$ cat config.mk
export PLATFORM = sky130hd
export DESIGN_NAME = wave_cfg_sequencer
export DESIGN_NICKNAME = d
export VERILOG_FILES = /design/src/rtl/wave_cfg_sequencer.sv
export SDC_FILE = /design/constraint.sdc
export NUM_CORES = 1
export LEC_CHECK = 0
export BUFFER_PORTS_ARGS = -buffer_cell sky130_fd_sc_hd__buf_2
export CAP_MARGIN = 20
export CORE_MARGIN = 2
export CORE_UTILIZATION = 35
export DETAILED_ROUTE_END_ITERATION = 16
export PLACE_DENSITY = 0.54
export SYNTH_ARGS = -nofsm -noshare
export SYNTH_HDL_FRONTEND = slang
export SYNTH_SLANG_ARGS = --single-unit
$ cat constraint.sdc
create_clock -name clk -period 6.03 [get_ports clk]
set_clock_uncertainty 0.15 [all_clocks]
set_input_delay 0.603 -clock clk [delete_from_list [all_inputs] [get_ports clk]]
set_output_delay 0.603 -clock clk [all_outputs]
set_load 0.01 [all_outputs]
$ cat src/rtl/wave_cfg_sequencer.sv
// Command sequencer: writes a per-slot start-address table out to the channel
// address controllers, then raises a one-hot request and a completion pulse.
module wave_cfg_sequencer #(
    parameter int NCH    = 12,
    parameter int WR_GAP = 2
) (
    input  logic        clk,
    input  logic        rstn,
    input  logic        cmd_valid,
    output logic        cmd_ready,
    input  logic [3:0]  cmd_op,
    input  logic [3:0]  cmd_base,
    input  logic        cmd_abort,
    input  logic        tbl_wr,
    input  logic [3:0]  tbl_addr,
    input  logic [7:0]  tbl_data,
    input  logic        hst_wren,
    input  logic [7:0]  hst_addr,
    input  logic [7:0]  hst_data,
    output logic        hst_rej,
    output logic        w_wren_o,
    output logic [7:0]  w_addr_o,
    output logic [7:0]  w_data_o,
    output logic [10:0] req_o,
    output logic        busy_o,
    output logic        done_o,
    output logic        err_o
);

    typedef enum logic [2:0] {IDLE, WRITE, GAP, REQ, DONE} state_t;

    localparam logic [3:0] LAST_SLOT = 4'(NCH - 1);
    localparam logic [3:0] GAP_LAST  = 4'((WR_GAP > 0) ? WR_GAP - 1 : 0);

    state_t     state;
    logic [7:0] tbl [12];
    logic [3:0] op_q;
    logic [3:0] base_q;
    logic [3:0] slot;
    logic [3:0] gap_cnt;
    logic [3:0] next_slot;
    logic       accept;
    logic       op_writes;

    assign next_slot = slot + 4'd1;
    assign cmd_ready = (state == IDLE) && !hst_wren;
    assign accept    = cmd_valid && cmd_ready;

    always_comb begin
        op_writes = 1'b0;
        case (cmd_op)
            4'd2, 4'd3, 4'd4, 4'd5, 4'd6, 4'd9, 4'd10: op_writes = 1'b1;
            default: op_writes = 1'b0;
        endcase
    end

    always_ff @(posedge clk or negedge rstn) begin
        if (!rstn) begin
            state    <= IDLE;
            op_q     <= '0;
            base_q   <= '0;
            slot     <= '0;
            gap_cnt  <= '0;
            hst_rej  <= 1'b0;
            w_wren_o <= 1'b0;
            w_addr_o <= '0;
            w_data_o <= '0;
            req_o    <= '0;
            busy_o   <= 1'b0;
            done_o   <= 1'b0;
            err_o    <= 1'b0;
            for (int unsigned i = 0; i < 12; i++) tbl[i] <= '0;
        end else begin
            hst_rej  <= 1'b0;
            w_wren_o <= 1'b0;
            req_o    <= '0;
            done_o   <= 1'b0;
            err_o    <= 1'b0;

            // Table reads below see the pre-edge contents, so a same-cycle
            // load of the slot being issued sends the old value.
            if (tbl_wr && (tbl_addr < 4'd12)) tbl[tbl_addr] <= tbl_data;

            if (hst_wren && (state != IDLE)) hst_rej <= 1'b1;

            case (state)
                IDLE: begin
                    if (hst_wren) begin
                        w_wren_o <= 1'b1;
                        w_addr_o <= hst_addr;
                        w_data_o <= hst_data;
                    end else if (accept) begin
                        slot    <= '0;
                        gap_cnt <= '0;
                        if (cmd_op > 4'd10) begin
                            err_o <= 1'b1;
                        end else if (op_writes) begin
                            op_q     <= cmd_op;
                            base_q   <= cmd_base;
                            w_wren_o <= 1'b1;
                            w_addr_o <= {4'd0, cmd_base};
                            w_data_o <= tbl[0];
                            state    <= WRITE;
                            busy_o   <= 1'b1;
                        end else begin
                            op_q   <= cmd_op;
                            req_o  <= 11'd1 << cmd_op;
                            state  <= REQ;
                            busy_o <= 1'b1;
                        end
                    end
                end
                WRITE: begin
                    if (cmd_abort) begin
                        err_o  <= 1'b1;
                        state  <= IDLE;
                        busy_o <= 1'b0;
                    end else if (WR_GAP != 0) begin
                        gap_cnt <= '0;
                        state   <= GAP;
                    end else if (slot == LAST_SLOT) begin
                        req_o <= 11'd1 << op_q;
                        state <= REQ;
                    end else begin
                        slot     <= next_slot;
                        w_wren_o <= 1'b1;
                        w_addr_o <= {next_slot, base_q};
                        w_data_o <= tbl[next_slot];
                    end
                end
                GAP: begin
                    if (cmd_abort) begin
                        err_o  <= 1'b1;
                        state  <= IDLE;
                        busy_o <= 1'b0;
                    end else if (gap_cnt != GAP_LAST) begin
                        gap_cnt <= gap_cnt + 4'd1;
                    end else if (slot == LAST_SLOT) begin
                        req_o <= 11'd1 << op_q;
                        state <= REQ;
                    end else begin
                        slot     <= next_slot;
                        w_wren_o <= 1'b1;
                        w_addr_o <= {next_slot, base_q};
                        w_data_o <= tbl[next_slot];
                        state    <= WRITE;
                    end
                end
                REQ: begin
                    done_o <= 1'b1;
                    state  <= DONE;
                end
                DONE: begin
                    state  <= IDLE;
                    busy_o <= 1'b0;
                end
                default: begin
                    state  <= IDLE;
                    busy_o <= 1'b0;
                end
            endcase
        end
    end

endmodule

==> results of run 1 <==
## cell usage after synthesis (4+ instances only)
cell type and count:
nand2b_1 7, a21oi_1 14, o21a_1 8, nand3_1 16
mux4_2 24, inv_1 5, dfrtp_1 147, mux2i_1 15
nand2_1 13, clkbuf_1 22, nand3b_1 6, nor2_1 33
o21ai_0 18, nor3_1 14, mux2_2 112, nor2b_1 21
or3_1 4, buf_2 6
## stage by stage
stage | utilization, % | cells | setup slack, ps | power, mW
6_report | 42.1 | 882 | 3170 | 3.26
2_1_floorplan | - | 537 | 3740 | 1.94
4_1_cts | 42.0 | 881 | 2820 | 3.29
5_1_grt | 42.1 | 882 | 2960 | 3.44
3_5_place_dp | 39.0 | 849 | 2840 | 2.23
3_3_place_gp | 39.0 | 849 | 2900 | 2.21
## kinds of logic after synthesis
kind of cell | count (synthesis)
simple gates | 132
fa+ha+maj | 3
mux | 151
buf+inv | 35
flops | 147
xor+xnor | 1
compound gates | 68
## worst paths after layout
check                            start          end  cells after the start
max                            slot[0]  w_addr_o[3]                      6
min                               rstn     req_o[5]                      1
max reg2reg                    slot[0]  w_addr_o[3]                      6
min reg2reg                w_data_o[0]  w_data_o[0]                      2
max in group asynchronous         rstn       tbl[1]                      2
min in group clk           cmd_base[0]    base_q[0]                      2
## worst reg2reg max path: stages, from the launching register on
cell and delay, ps:
dfrtp_2 500, buf_12 220, ha_1 320, nand3b_1 180, nand3_1 540, nand2_2 450
mux2_2 380
## layout by cell type, fill, tap and decap left out, types with 4 or more instances in the layout
cell type / n
dfrtp_1: 146
mux2_2: 112
buf_2: 73
nor2_1: 33
mux4_2: 24
nor2b_1: 21
o21ai_0: 18
clkbuf_16: 17
nand3_1: 16
mux2i_1: 15
a21oi_1: 14
nor3_1: 14
nand2_1: 13
o21a_1: 8
nand2b_1: 7
nand3b_1: 6
inv_1: 5
or3_1: 4
inv_6: 4
clkinv_2: 4
## state kept, by name, indices dropped and copies added, names as in the netlist
signal / count
slot: 4
done_o: 1
op_q: 4
base_q: 4
w_data_o: 8
busy_o: 1
hst_rej: 1
err_o: 1
w_wren_o: 1
gap_cnt: 4
w_addr_o: 8
tbl: 96
state: 3
req_o: 11
## power breakdown
| group | total (mW) | leakage, nW | internal (mW) | switching (mW) |
|---|---|---|---|---|
| Combinational | 0.825 | 1.44 | 0.445 | 0.381 |
| Sequential | 1.39 | 1.84 | 1.23 | 0.159 |
| Clock | 1.05 | 0.293 | 0.626 | 0.423 |
## routing by layer
metal | global-route usage (%) | up-vias
met5 | 0 | -
met4 | 5.78 | 0
met3 | 4.08 | 21
met2 | 26.8 | 92
met1 | 21.6 | 2275
li1 | - | 2090
## area by class of cell
cell class                      instances  share of cell area (%)
Sequential cell                       147                    44.8
Multi-Input combinational cell        355                    38.7
Clock buffer                           18                    5.34
Timing Repair Buffer                   78                    5.10
Tap cell                              265                    4.04
Clock inverter                         14                    1.84
Inverter                                5                   0.228
==> run metrics, run 1 <==
status=complete, no violations; Synth Flop Type=dfrtp_1; Slew @ Worst Pin=around 910 ps; Reg clk slew, reported paths=roughly 60 ps; CTS tree=built; Nets=649; min Tclk post-route=2860 ps; Post-Syn Area per Cell=13.0 µm²; FILL cells=approximately 1800; Reg area=between 3000 and 4000 µm²; # Post-CTS Setup Buffers=0; #FFs+latches synth=roughly 150; distinct cell type count after synthesis=52; H-tree Lvls=4; Worst Path Required=6180 ps; largest area contributor in the netlist=dfrtp_1; Simple-Gate Fraction of Synth Area=10.3%; total track usage=~16%; Vias/cell=between 5 and 6; crit end category=register; RD Place Congestion=0.776; post-synthesis compound-gate area fraction=6.50%; hold_buf cts=0; M1 WL=7.72 mm; Max clock buf depth=2; vias in the first global route=4841; hold_ws=45.5 ps; critical path, cell by cell=buf_12, ha_1, nand3b_1, nand3_1, nand2_2, mux2_2; Worst Path Max Fanout=24; TNS Setup=0 ps; Clock Latency Late Sink=420 ps; Hold Crit Class=in -> async; Crit path arrival time=~3000 ps; IO buf count=74; Placed Instance Area=~7600 µm²; # IOs=75; static leakage=3.58 nW; ANT cells=0; Top Metal Used=met4; largest net degree at the start of global routing=78; CTS resizes=0; drt pass-1 iters=6; fmax=350 MHz; r2r setup slk=3170 ps; Multi-input gate area=around 3200 µm²; design area=8220 µm²; delay-heaviest family, CP=simple AND/OR/NAND/NOR gates; DRC Markers=0; worst vdd ir=around 210 µV; Cell Pwr Density=397 nW/µm²; xor-xnor portion of the synthesized cell area=0.125%; Area Overhead vs Synth=17.3%; number of flops mapped to enable cells by yosys=0; root buf cell=clkbuf_16; startpoint types=register; Yosys top cell area share=52.5%; layout cell share with drive strength beyond 1=42.3%; fin. max-slew vios=0; first-pass GRT wire length=approximately 27 mm; Initial Util=about 36%; synthesized area=7000 µm²; RSZ-0062 raised after global routing=false; cells after synthesis=537; chip width=around 150 µm; Synth area leaders=dfrtp_1 (53%), mux2_2 (18%), mux4_2 (7.7%); crit path kind=reg -> reg; crit share post-route=between 40% and 50%; CP Buf/Inv Count=1; grt ovf=0; Adder-Cell Fraction of Synth Area=0.536%; main combinational cell family by area after synthesis=multiplexers; # rows=51; Post-synth ARST share=100%; die area=approximately 21000 µm²; slowest CP cell=nand3_1; DR vias=about 4500; Max-Cap Viols=0; sequential fraction of the synthesis area=52.5%; Wirelength per Cell=18.9 µm; WL final=16.7 mm; Num CTS Buffers=17; initial antenna violation count=0; HPWL Detailed=~12 mm; met3 routed WL=604 µm; CTS sink cnt=147; Die Y=145 µm; Core Area=19500 µm²; Ys Warns=0; post-synthesis mux area share=27.9%; Critical Path Max Stage Delay=around 540 ps; Slew HR=about two fifths; Iteration-0 DRC Markers=213; # setup viols final=0; syn_nets=582; final hold violations=0; DRT antenna net count=0; met2 WL=just over 8 mm
Power figures use the tool's default switching activity.
==> inputs of run 2 (changes only) <==
--- a/config.mk
+++ b/config.mk
@@ -10,7 +10,7 @@
 export CORE_MARGIN = 2
 export CORE_UTILIZATION = 35
 export DETAILED_ROUTE_END_ITERATION = 16
-export PLACE_DENSITY = 0.54
+export PLACE_DENSITY = 0.56
 export SYNTH_ARGS = -nofsm -noshare
 export SYNTH_HDL_FRONTEND = slang
 export SYNTH_SLANG_ARGS = --single-unit
==> constraint.sdc (replaced) <==
create_clock -name clk -period 2.6 [get_ports clk]
set_clock_uncertainty 0.15 [all_clocks]
set_input_delay 0.26 -clock clk [delete_from_list [all_inputs] [get_ports clk]]
set_output_delay 0.26 -clock clk [all_outputs]
set_load 0.01 [all_outputs]
==> run 2 against run 1 <==
Against the previous run: non-clock buffer count is 21 higher; final area is 2.4% higher; clock-buffer cell count is 2 higher; sequential cell count stayed put; global-route usage is 0.25 points higher; sequential share of layout area is 1.0 points lower; sequential power is 130% higher; core utilization is 1.0 points higher; register-to-register slack worse by 2800 ps; routed wire length is 1.6% higher; first-iteration DRC count is 27% higher; critical path type unchanged.
==> run metrics, run 2 (same netlist as run 1, synthesis figures left out) <==
r2r setup slk=330 ps; vias in the first global route=just under 5000; grt ovf=0; Num CTS Buffers=17; Worst Path Required=2760 ps; PnR worst setup slack=332 ps; FF-to-FF path depth=4; top flop regs=tbl x96, req_o x11; layout cell share with drive strength beyond 1=43.1%; initial antenna violation count=0; Slew @ Worst Pin=around 640 ps; TNS Setup=0 ps; slowest CP cell=dfrtp_1; Nets=670; pre-CTS setup slack=336 ps; critical path, cell by cell=or3_4, or3_4, a211oi_4, mux2_2; crit end category=register; Area Overhead vs Synth=20.1%; crit share post-route=87.2%; Slew HR=57.3%; max reg flops=96; commonest non-fill, non-tap cells in the layout=dfrtp_1 (146), mux2_2 (112), buf_2 (73), nor2_1 (33), mux4_2 (24); status=complete, no violations; hold_ws=17.7 ps; design area=8410 µm²; Hold Path Depth=3; Max clock buf depth=2; static leakage=3.68 nW; # IOs=75; fin. max-slew vios=0; CTS sink cnt=147; WL final=16.9 mm; HPWL Detailed=11.9 mm; Critical Path Max Stage Delay=470 ps; # rows=51; RD Place Congestion=0.803; Core Area=19500 µm²; Top reg by flops=tbl; Die Y=approximately 150 µm; Initial Util=35.9%; reg2reg start=state[2]; Vias/cell=5.15; # setup viols final=0; Hold Crit Class=in -> reg; R2R Path End=slot[1]; Placed Instance Area=between 7000 and 8000 µm²; Worst Path Max Fanout=6; Max-Cap Viols=0; Clock Latency Late Sink=420 ps; drt pass-1 iters=4; Cell Pwr Density=900 nW/µm²; DRT antenna net count=0; crit path kind=reg -> reg; min Tclk post-route=about 2300 ps; IO buf count=74; RSZ-0062 raised after global routing=false; hold path start=hst_addr[5]; most frequent CP cell=or3_4; final core utilization=43.1%; root buf cell=clkbuf_16; largest net degree at the start of global routing=58; H-tree Lvls=4; Crit path arrival time=2420 ps; Iteration-0 DRC Markers=270; DR vias=4649; fmax=between 400 and 500 MHz; most common cell after layout, fill and taps aside=dfrtp_1; total track usage=16.7%; first-pass GRT wire length=27.6 mm; CTS tree=built; worst vdd ir=525 µV; final hold violations=0; chip width=145 µm; die area=21200 µm²; hold path endpoint=w_addr_o[5]; Reg clk slew, reported paths=about 60 ps; Wirelength per Cell=18.8 µm; DRC Markers=0; startpoint types=register; ANT cells=0
==> run 2: changes by cell type in the layout (fill, tap and decap cells not counted) <==
cell | before | now
inv_6 | 4 | 0
buf_4 | 3 | 16
buf_12 | 1 | 3
clkbuf_8 | 1 | 2
clkbuf_1 | 0 | 1
inv_8 | 1 | 0
dlygate4sd3_1 | 0 | 6
clkinvlp_4 | 1 | 3
clkinv_2 | 4 | 3
clkinv_4 | 2 | 4
==> run 2: timing repair <==
action,4_1_cts,5_1_grt
hold buffers,6,0
setup endpoints to repair,0,0
hold endpoints to repair,49,0
resized for setup,0,0
buffers inserted,0,0
==> run 2: worst max path at each step <==
stage | startpoint | end | slack [ps] | depth (start not counted)
after floorplan | slot[1] | w_data_o[0] | 360 | 8
after global placement | state[2] | slot[1] | 390 | 4
after detailed placement | gap_cnt[1] | slot[1] | 340 | 6
after CTS | gap_cnt[1] | slot[3] | 320 | 6
after global routing | gap_cnt[1] | slot[1] | 180 | 6
final | state[2] | slot[1] | 330 | 4
==> run 2: layout make-up <==
type,instances,area [µm²]
Inverter,5,18.8
Sequential cell,147,3680
Tap cell,265,332
Clock inverter,12,133
Fill cell,1829,11100
Clock buffer,20,457
Timing Repair Buffer,99,617
Multi-Input combinational cell,355,3180
==> run 2: worst max-delay path: cells and delay by family, from the launching register on <==
kind	cells	cell delay, ps
DFF	1	470
AOI/OAI and AO/OA	1	320
muxes	1	370
and+or+nand+nor	2	830
==> run 2: per-stage QoR <==
| step | instances | power [mW] |
|---|---|---|
| final | 903 | 7.57 |
| after global routing | 903 | 7.98 |
| after CTS | 903 | 7.65 |
| after detailed placement | 865 | 5.21 |
| after global placement | 865 | 5.14 |
| after floorplan | 537 | 4.50 |
==> run 2: report_power, final <==
group	leakage [nW]	switching, mW	internal (mW)
clock	0.282	0.963	1.46
sequential	1.84	0.358	2.85
combinational	1.55	0.871	1.07
==> run 2: per-layer routing <==
| layer | vias up | share of wire [%] | track usage (%) |
|---|---|---|---|
| met3 | 20 | 3.7 | 3.23 |
| met5 | - | 0 | 0 |
| met1 | 2378 | 46 | 22.0 |
| met4 | 0 | 1.4 | 4.80 |
| li1 | 2151 | - | - |
| met2 | 100 | 49 | 28.3 |
